File: src/rtl/rr_reg_arbiter.sv
// ---------------------------------------------------------------------------
// rr_reg_arbiter
//   Arbitrates one shared WIDTH-bit storage register among four requesters
//   using a round-robin pointer. A winner may keep the register (LOCKED) for
//   as long as it holds both req and lock; each held cycle reloads its data.
//
// Ports
//   clk      : clock, all state updates on the rising edge
//   rst      : asynchronous reset, active-high
//   req      : per-requester write request (bit i = requester i)
//   lock     : per-requester hold request, only meaningful together with req
//   d_in     : packed data, requester i drives d_in[i*WIDTH +: WIDTH]
//   gnt      : registered one-hot grant, all-zero when nothing was captured
//   owner    : registered index of the last granted requester
//   q        : shared storage register
//   q_valid  : high in every cycle after an edge that loaded q
// ---------------------------------------------------------------------------
module rr_reg_arbiter #(
  parameter int WIDTH = 8
) (
  input  logic               clk,
  input  logic               rst,
  input  logic [3:0]         req,
  input  logic [3:0]         lock,
  input  logic [4*WIDTH-1:0] d_in,
  output logic [3:0]         gnt,
  output logic [1:0]         owner,
  output logic [WIDTH-1:0]   q,
  output logic               q_valid
);

  typedef enum logic [1:0] {
    IDLE   = 2'd0,
    GRANT  = 2'd1,
    LOCKED = 2'd2
  } state_e;

  state_e           state_q, state_d;
  logic [1:0]       ptr_q, ptr_d;
  logic [3:0]       gnt_q, gnt_d;
  logic [1:0]       owner_q, owner_d;
  logic [WIDTH-1:0] data_q, data_d;
  logic             valid_q, valid_d;

  logic             win_found;
  logic [1:0]       win_idx;
  logic             hold;

  // Round-robin search: walk the order backwards so the candidate closest
  // to ptr_q is the last one written and therefore wins.
  always_comb begin
    win_found = 1'b0;
    win_idx   = ptr_q;
    for (int k = 3; k >= 0; k--) begin
      if (req[ptr_q + 2'(k)]) begin
        win_found = 1'b1;
        win_idx   = ptr_q + 2'(k);
      end
    end
  end

  // The current owner keeps the register only while it asks for it and
  // keeps lock asserted; any other lock bits are ignored.
  assign hold = (state_q == LOCKED) && req[owner_q] && lock[owner_q];

  always_comb begin
    // NOTE: every next-state signal gets a default before any branch so no
    // path leaves one unassigned, which would otherwise infer a latch.
    state_d = state_q;
    ptr_d   = ptr_q;
    gnt_d   = gnt_q;
    owner_d = owner_q;
    data_d  = data_q;
    valid_d = 1'b0;

    if (hold) begin
      data_d  = d_in[owner_q*WIDTH +: WIDTH];
      gnt_d   = 4'b0001 << owner_q;
      valid_d = 1'b1;
    end else if (win_found) begin
      // Releasing owner falls to lowest priority because ptr_q = owner+1.
      data_d  = d_in[win_idx*WIDTH +: WIDTH];
      gnt_d   = 4'b0001 << win_idx;
      owner_d = win_idx;
      ptr_d   = win_idx + 2'd1;
      valid_d = 1'b1;
      state_d = lock[win_idx] ? LOCKED : GRANT;
    end else begin
      state_d = IDLE;
      gnt_d   = 4'b0000;
    end
  end

  // NOTE: sequential state uses non-blocking assignments so every register
  // samples the pre-edge values regardless of statement order.
  always_ff @(posedge clk or posedge rst) begin
    if (rst) begin
      state_q <= IDLE;
      ptr_q   <= 2'd0;
      gnt_q   <= 4'b0000;
      owner_q <= 2'd0;
      data_q  <= '0;
      valid_q <= 1'b0;
    end else begin
      state_q <= state_d;
      ptr_q   <= ptr_d;
      gnt_q   <= gnt_d;
      owner_q <= owner_d;
      data_q  <= data_d;
      valid_q <= valid_d;
    end
  end

  assign gnt     = gnt_q;
  assign owner   = owner_q;
  assign q       = data_q;
  assign q_valid = valid_q;

endmodule
File: config.mk
export PLATFORM = sky130hd
export DESIGN_NAME = rr_reg_arbiter
export DESIGN_NICKNAME = d
export VERILOG_FILES = /design/src/rtl/rr_reg_arbiter.sv
export SDC_FILE = /design/constraint.sdc
export NUM_CORES = 1
export LEC_CHECK = 0
export BUFFER_PORTS_ARGS = -buffer_cell sky130_fd_sc_hd__clkbuf_2
export CORE_MARGIN = 10
export CORE_UTILIZATION = 46
export DETAILED_ROUTE_END_ITERATION = 10
export PLACE_DENSITY = 0.86
export SETUP_SLACK_MARGIN = 0.4
export SLEW_MARGIN = 30
export SYNTH_ARGS = -nofsm -noshare
export SYNTH_HDL_FRONTEND = slang
export SYNTH_SLANG_ARGS = --single-unit
File: constraint.sdc
create_clock -name clk -period 2.4 [get_ports clk]
set_input_delay 0.12 -clock clk [delete_from_list [all_inputs] [get_ports clk]]
set_output_delay 0.12 -clock clk [all_outputs]
set_load 0.01 [all_outputs]
# Word-level counts from Yosys, hierarchy flattened
# Cells that the tools add are included.
dict set report totals {
  reg_bits 19
  in_bits 42
  output_inout_bits 15
  word_cells 56
}
dict set report op_classes {
  addsub 4
  order_cmp 6
  eq_ne 1
  shift 4
  muxes 30
  bitwise 1
  n_reduce_logical 4
}
# cell n
set op_table {}
lappend op_table {{variable part select 32 x 6 -> 8 bit} 2}
lappend op_table {{less-than comparator 2 x 3 -> 1 bit (second input constant)} 6}
lappend op_table {{2-to-1 mux 8 bit} 2}
lappend op_table {{binary-select mux 1 bit (select 2 bit)} 7}
lappend op_table {{2-to-1 mux 1 bit} 13}
lappend op_table {{2-to-1 mux 2 bit} 6}
lappend op_table {{2-to-1 mux 4 bit} 2}
lappend op_table {{<< shifter 1 x 2 -> 4 bit (first input constant)} 2}
lappend op_table {{adder 2 x 1 -> 2 bit (second input constant)} 2}
lappend op_table {{adder 2 bit (second input constant)} 2}
lappend op_table {{equality test 2 bit (second input constant)} 1}
lappend op_table {{logical AND 1 bit} 2}
lappend op_table {{AND reduction 2 bit} 1}
lappend op_table {{nonzero test 2 bit} 1}
lappend op_table {{inverter 1 bit} 1}

# Logic depth before layout (Yosys ltp)
dict set report depth {
  word_depth 11
  depth_mapped 8
  ltp_nobuf 6
}

# Least setup slack after synthesis
# No wires, ideal clock.
dict set report synth_timing {
  path_kind {reg2reg}
  startpoint {register owner_q[1] (netlist: owner[1])}
  endpoint {register data_q[0] (netlist: q[0])}
  setup_ps 94
  t_arrival_ps 2040
  t_required_ps 2306
  slack_ps 266
  path_stages_with_launch 8
  n_path_buf 1
  period_less_slack_ps 2134
  path_cell_list {dfrtp_1 buf_6 mux2_4 a22o_1 o21a_4 o41ai_4 a211oi_1 a211oi_1}
}
dict set report synth_via {
  elab_chain_len 5
  word_cells_on_any_way 9
  cone_classes {shift (1); mux (5); reduce/logical (3)}
}
# element line_no
set synth_rtl {}
lappend synth_rtl {{start: declaration} 41} ;# logic [1:0] owner_q, owner_d;
lappend synth_rtl {{start signal: assignment} 108} ;# owner_q <= owner_d;
lappend synth_rtl {{parallel branches: the longest is 5 deep, another holds variable part select 32 x 6 -> 8 bit} -}
lappend synth_rtl {{end signal: assignment} 109} ;# data_q <= data_d;
lappend synth_rtl {{end: declaration} 42} ;# logic [WIDTH-1:0] data_q, data_d;
# Several ways; the timed one is not identified. The select of a mux whose other input is x is not followed.
# A chain may end at the register's enable or synchronous reset.

# Worst setup path after layout
dict set report layout_timing {
  startpoint {register owner_q[1] (netlist: owner[1])}
  endpoint {register data_q[5] (netlist: q[5])}
}
# The elaborated chain is that of the path after synthesis.

==> results_tabular.tex <==
\begin{tabular}{lr}
\hline
Metric & Value \\
\hline
\multicolumn{2}{l}{\textbf{Outcome}} \\
\quad Outcome & finished, final reports clean \\
\multicolumn{2}{l}{\textbf{Detailed routing}} \\
\quad Number of nets with antenna violations after detailed routing & 0 \\
\quad Routed Wire Length & 4390 um \\
\quad Remaining routing DRC violations & 0 \\
\quad First drt pass iteration count & 4 \\
\quad Wire length per cell after detailed routing & 18.60 um \\
\quad Via-per-instance ratio & 5.890 \\
\quad Via count & 1390 \\
\quad Starting DRC count in detailed routing & 99 \\
\multicolumn{2}{l}{\textbf{Floorplan}} \\
\quad Initial core utilization & 49.36\% \\
\quad Overall die area & 5221 um2 \\
\quad Number of I/O pins & 57 \\
\quad Count of standard-cell rows & 18 \\
\quad Height of the die & 72.26 um \\
\quad X dimension of the die & 72.26 um \\
\quad Std-Cell Core Area & 2545 um2 \\
\multicolumn{2}{l}{\textbf{Global routing}} \\
\quad Wire length of the first global-routing pass & 6927 um \\
\quad GRT Overall Usage & 15.95\% \\
\quad Largest net degree at the start of global routing & 20 \\
\quad Antenna violations before repair & 0 \\
\quad Total congestion overflow & 0 \\
\quad Number of global-route vias before repair & 1528 \\
\multicolumn{2}{l}{\textbf{Timing}} \\
\quad Achievable clock frequency & 494.0 MHz \\
\quad Post-route fraction of the period consumed by the critical path & 84.35\% \\
\quad Number of pins with negative max-slew slack in the final report & 0 \\
\quad Worst path setup slack after routing & 0.3756 ns \\
\quad Total of endpoints with negative setup slack in the final report & 0 \\
\quad Min cycle time layout & 2.024 ns \\
\quad Slew margin rel. & 50.99\% \\
\quad Setup repair after global routing missed its margin & true \\
\quad Setup skew after layout & 0.007732 ns \\
\quad Least-Margin Pin Slew & 0.7343 ns \\
\quad Hold violation total from the final report & 0 \\
\multicolumn{2}{l}{\textbf{Power}} \\
\quad Pwr per Cell Area & 1195 nW/um2 \\
\quad Internal power of the cells & 1.170 mW \\
\quad Power share of the combinational group & 65.2\% \\
\quad Portion of total power attributed to the clock network & 7.8\% \\
\quad Switching Share & 44.74\% \\
\quad Lkg Pwr & 0.8966 nW \\
\quad Worst IR drop on VDD & 0.6971 mV \\
\quad Total net switching power & 0.9468 mW \\
\quad Sequential cell fraction of total power & 27.0\% \\
\multicolumn{2}{l}{\textbf{Layout}} \\
\quad Area used by multi-input combinational logic & 788.3 um2 \\
\quad Total Nets Final & 249 \\
\quad Post-synthesis to final-layout area growth & 41.04\% \\
\quad Filler cell count & 210 \\
\quad Antenna diode instance count & 0 \\
\quad Area occupied by registers & 476.7 um2 \\
\quad Final cell count without fillers & 236 \\
\quad Share of post-route cells with drive strength above 1 & 46.12\% \\
\multicolumn{2}{l}{\textbf{Critical path}} \\
\quad Max stage delay cell, worst path & dfrtp\_2 \\
\quad Buf/Inv on CP & 2 \\
\quad Top delay family on crit path & flip-flops \\
\quad Critical path class & flip-flop to flip-flop \\
\quad Crit end category & flip-flop \\
\quad Worst path cell trace & mux2\_4, and2\_4, o21ai\_2, buf\_6, a32oi\_1, nor2\_1, buf\_4, a211oi\_2 \\
\quad Worst-path fanout max & 8 \\
\quad Biggest cell delay along the critical path & 0.48 ns \\
\quad Required time at the worst-slack endpoint & 2.58 ns \\
\quad CP Launch Type & flip-flop \\
\quad Crit path arrival time & 2.21 ns \\
\multicolumn{2}{l}{\textbf{Placement}} \\
\quad Dpl ws & -0.07087 ns \\
\quad Post-DP HPWL & 3246 um \\
\quad Number of port buffers & 56 \\
\quad Weighted congestion reported at the end of routability-driven placement & 0.9445 \\
\quad Total instance count after detailed placement & 225 \\
\multicolumn{2}{l}{\textbf{Clock tree}} \\
\quad Clock sink total & 19 \\
\quad TritonCTS clock tree & yes \\
\quad Clk\_lat worst skew & 0.30 ns \\
\quad CTS clk-pin slew, worst paths & 0.12 ns \\
\quad Number of H-tree levels & 1 \\
\quad Clock root cell & clkbuf\_4 \\
\quad Maximum buffer depth of the clock tree & 2 \\
\quad Clock buffers created by TritonCTS & 3 \\
\multicolumn{2}{l}{\textbf{Hold path}} \\
\quad Type of the worst min-delay path & primary input to flip-flop \\
\multicolumn{2}{l}{\textbf{Yosys}} \\
\quad Async SR Flop Fraction & 100.0\% \\
\quad Post-synth design cell area & 1256 um2 \\
\quad Synthesis-stage register bit count & 19 \\
\quad Number of warnings reported in the yosys synthesis log & 0 \\
\quad Post-synthesis cell count & 137 \\
\quad Main area contributors after synthesis & dfrtp\_1 38\%, a211oi\_1 9.6\%, mux2i\_1 8.8\% \\
\quad Yosys top cell area share & 37.85\% \\
\quad Most common library cells after synthesis & 19 x dfrtp\_1, 16 x a211oi\_1, 14 x a21oi\_1, 14 x nand2\_1, 13 x nor2\_1 \\
\quad Post-Synthesis Net Count & 179 \\
\quad Cell type with the highest aggregate area in the netlist & dfrtp\_1 \\
\quad Mean post-synth cell area & 9.169 um2 \\
\quad Dominant synthesized flop cell & dfrtp\_1 \\
\quad Most frequent cell after synthesis & dfrtp\_1 \\
\quad Post-synth EDFFs & 0 \\
\quad Fraction of the yosys area taken by sequential cells & 37.85\% \\
\quad Number of distinct library cells after synthesis & 37 \\
\multicolumn{2}{l}{\textbf{Run}} \\
\quad Maximum capacitance violations & 0 \\
\hline
\end{tabular}
[repair_timing]
action	4_1_cts	5_1_grt
resized for setup	4	10
hold buffers	1	0
endpoints found under the setup margin	10	11
endpoints found under the hold margin	19	0
pin swaps	1	0
buffers inserted	3	3
[worst register-to-register path: cells and delay by family (launching register included)]
kind	cells	cell delay [ns]
buf+inv	2	0.36
compound gates	3	0.42
flops	1	0.48
mux	1	0.33
simple gates	2	0.33
[final cells by class]
type / count / share of cell area [%]
multi-input cells: 106 / 44.49
flip-flops and latches: 19 / 26.91
repair buffers: 71 / 23.66
well taps: 30 / 2.119
clock buffers: 3 / 1.271
inverters: 6 / 1.271
clock inverters: 1 / 0.2825
[registers in the layout, indices dropped and copies added (netlist names)]
name,count
gnt,4
owner,2
q_valid,1
state_q,2
q,8
ptr_q,2
[path summary, 6_finish.rpt]
path,startpoint,end,slack (ns),depth (start not counted)
max in group asynchronous,rst,owner[1],1.44,3
worst min register to register,q[2],q[2],0.58,2
worst max-delay path,owner[1],q[5],0.38,8
worst min-delay path,d_in[25],q[1],0.13,3
min in group asynchronous,rst,gnt[0],0.46,3
worst max register to register,owner[1],q[5],0.38,8
[placed cells by master (no fill, tap or decap), types with 2 or more instances in the layout]
master and n:
mux2i_1 11, nor2_1 12, o32ai_1 4, o21ai_2 2
dfrtp_1 18, o21ai_0 3, mux2_4 2, nand2_1 14
clkbuf_2 56, buf_6 3, buf_4 10, nor2b_1 2
a211oi_2 3, clkbuf_4 3, inv_1 5, a21oi_1 13
mux2_2 2, a211oi_1 13, o21a_1 3
[per-layer routing]
layer,up-vias,track usage (%),share of wire (%)
met5,-,0,0
li1,646,-,-
met1,646,17.49,40
met4,0,5.161,1.7
met2,89,26.92,47
met3,9,6.939,11
[cell families after synthesis]
logic type                synth area share (%)
xor gates and xnor gates                0.6973
AOI/OAI and AO/OA                        28.89
and+or+nand+nor                          15.24
DFF                                      37.85
buffers and inverters                    4.382
muxes                                    12.95
[through the flow]
stage | power (mW) | TNS, ns | hold slack (ns) | cell area, um2 | utilization, %
after global placement | 1.692 | 0 | 0.2485 | 1614 | 63.42
after global routing | 2.260 | 0 | 0.1370 | 1772 | 69.62
after CTS | 1.981 | 0 | 0.1284 | 1690 | 66.42
after floorplan | 1.377 | 0 | 0.07113 | 1269 | -
final | 2.116 | 0 | 0.1292 | 1772 | 69.62
after detailed placement | 1.752 | -0.08620 | 0.2631 | 1614 | 63.42
[power by group through the flow]
| stage | clock, mW | sequential, mW | combinational [mW] |
|---|---|---|---|
| floorplan | 0 | 0.607 | 0.770 |
| global placement | 0 | 0.571 | 1.12 |
| detailed placement | 0 | 0.582 | 1.17 |
| CTS | 0.169 | 0.567 | 1.25 |
| global route | 0.184 | 0.592 | 1.48 |
| finish | 0.165 | 0.571 | 1.38 |
No activity file was read; power rests on OpenSTA's default activity.
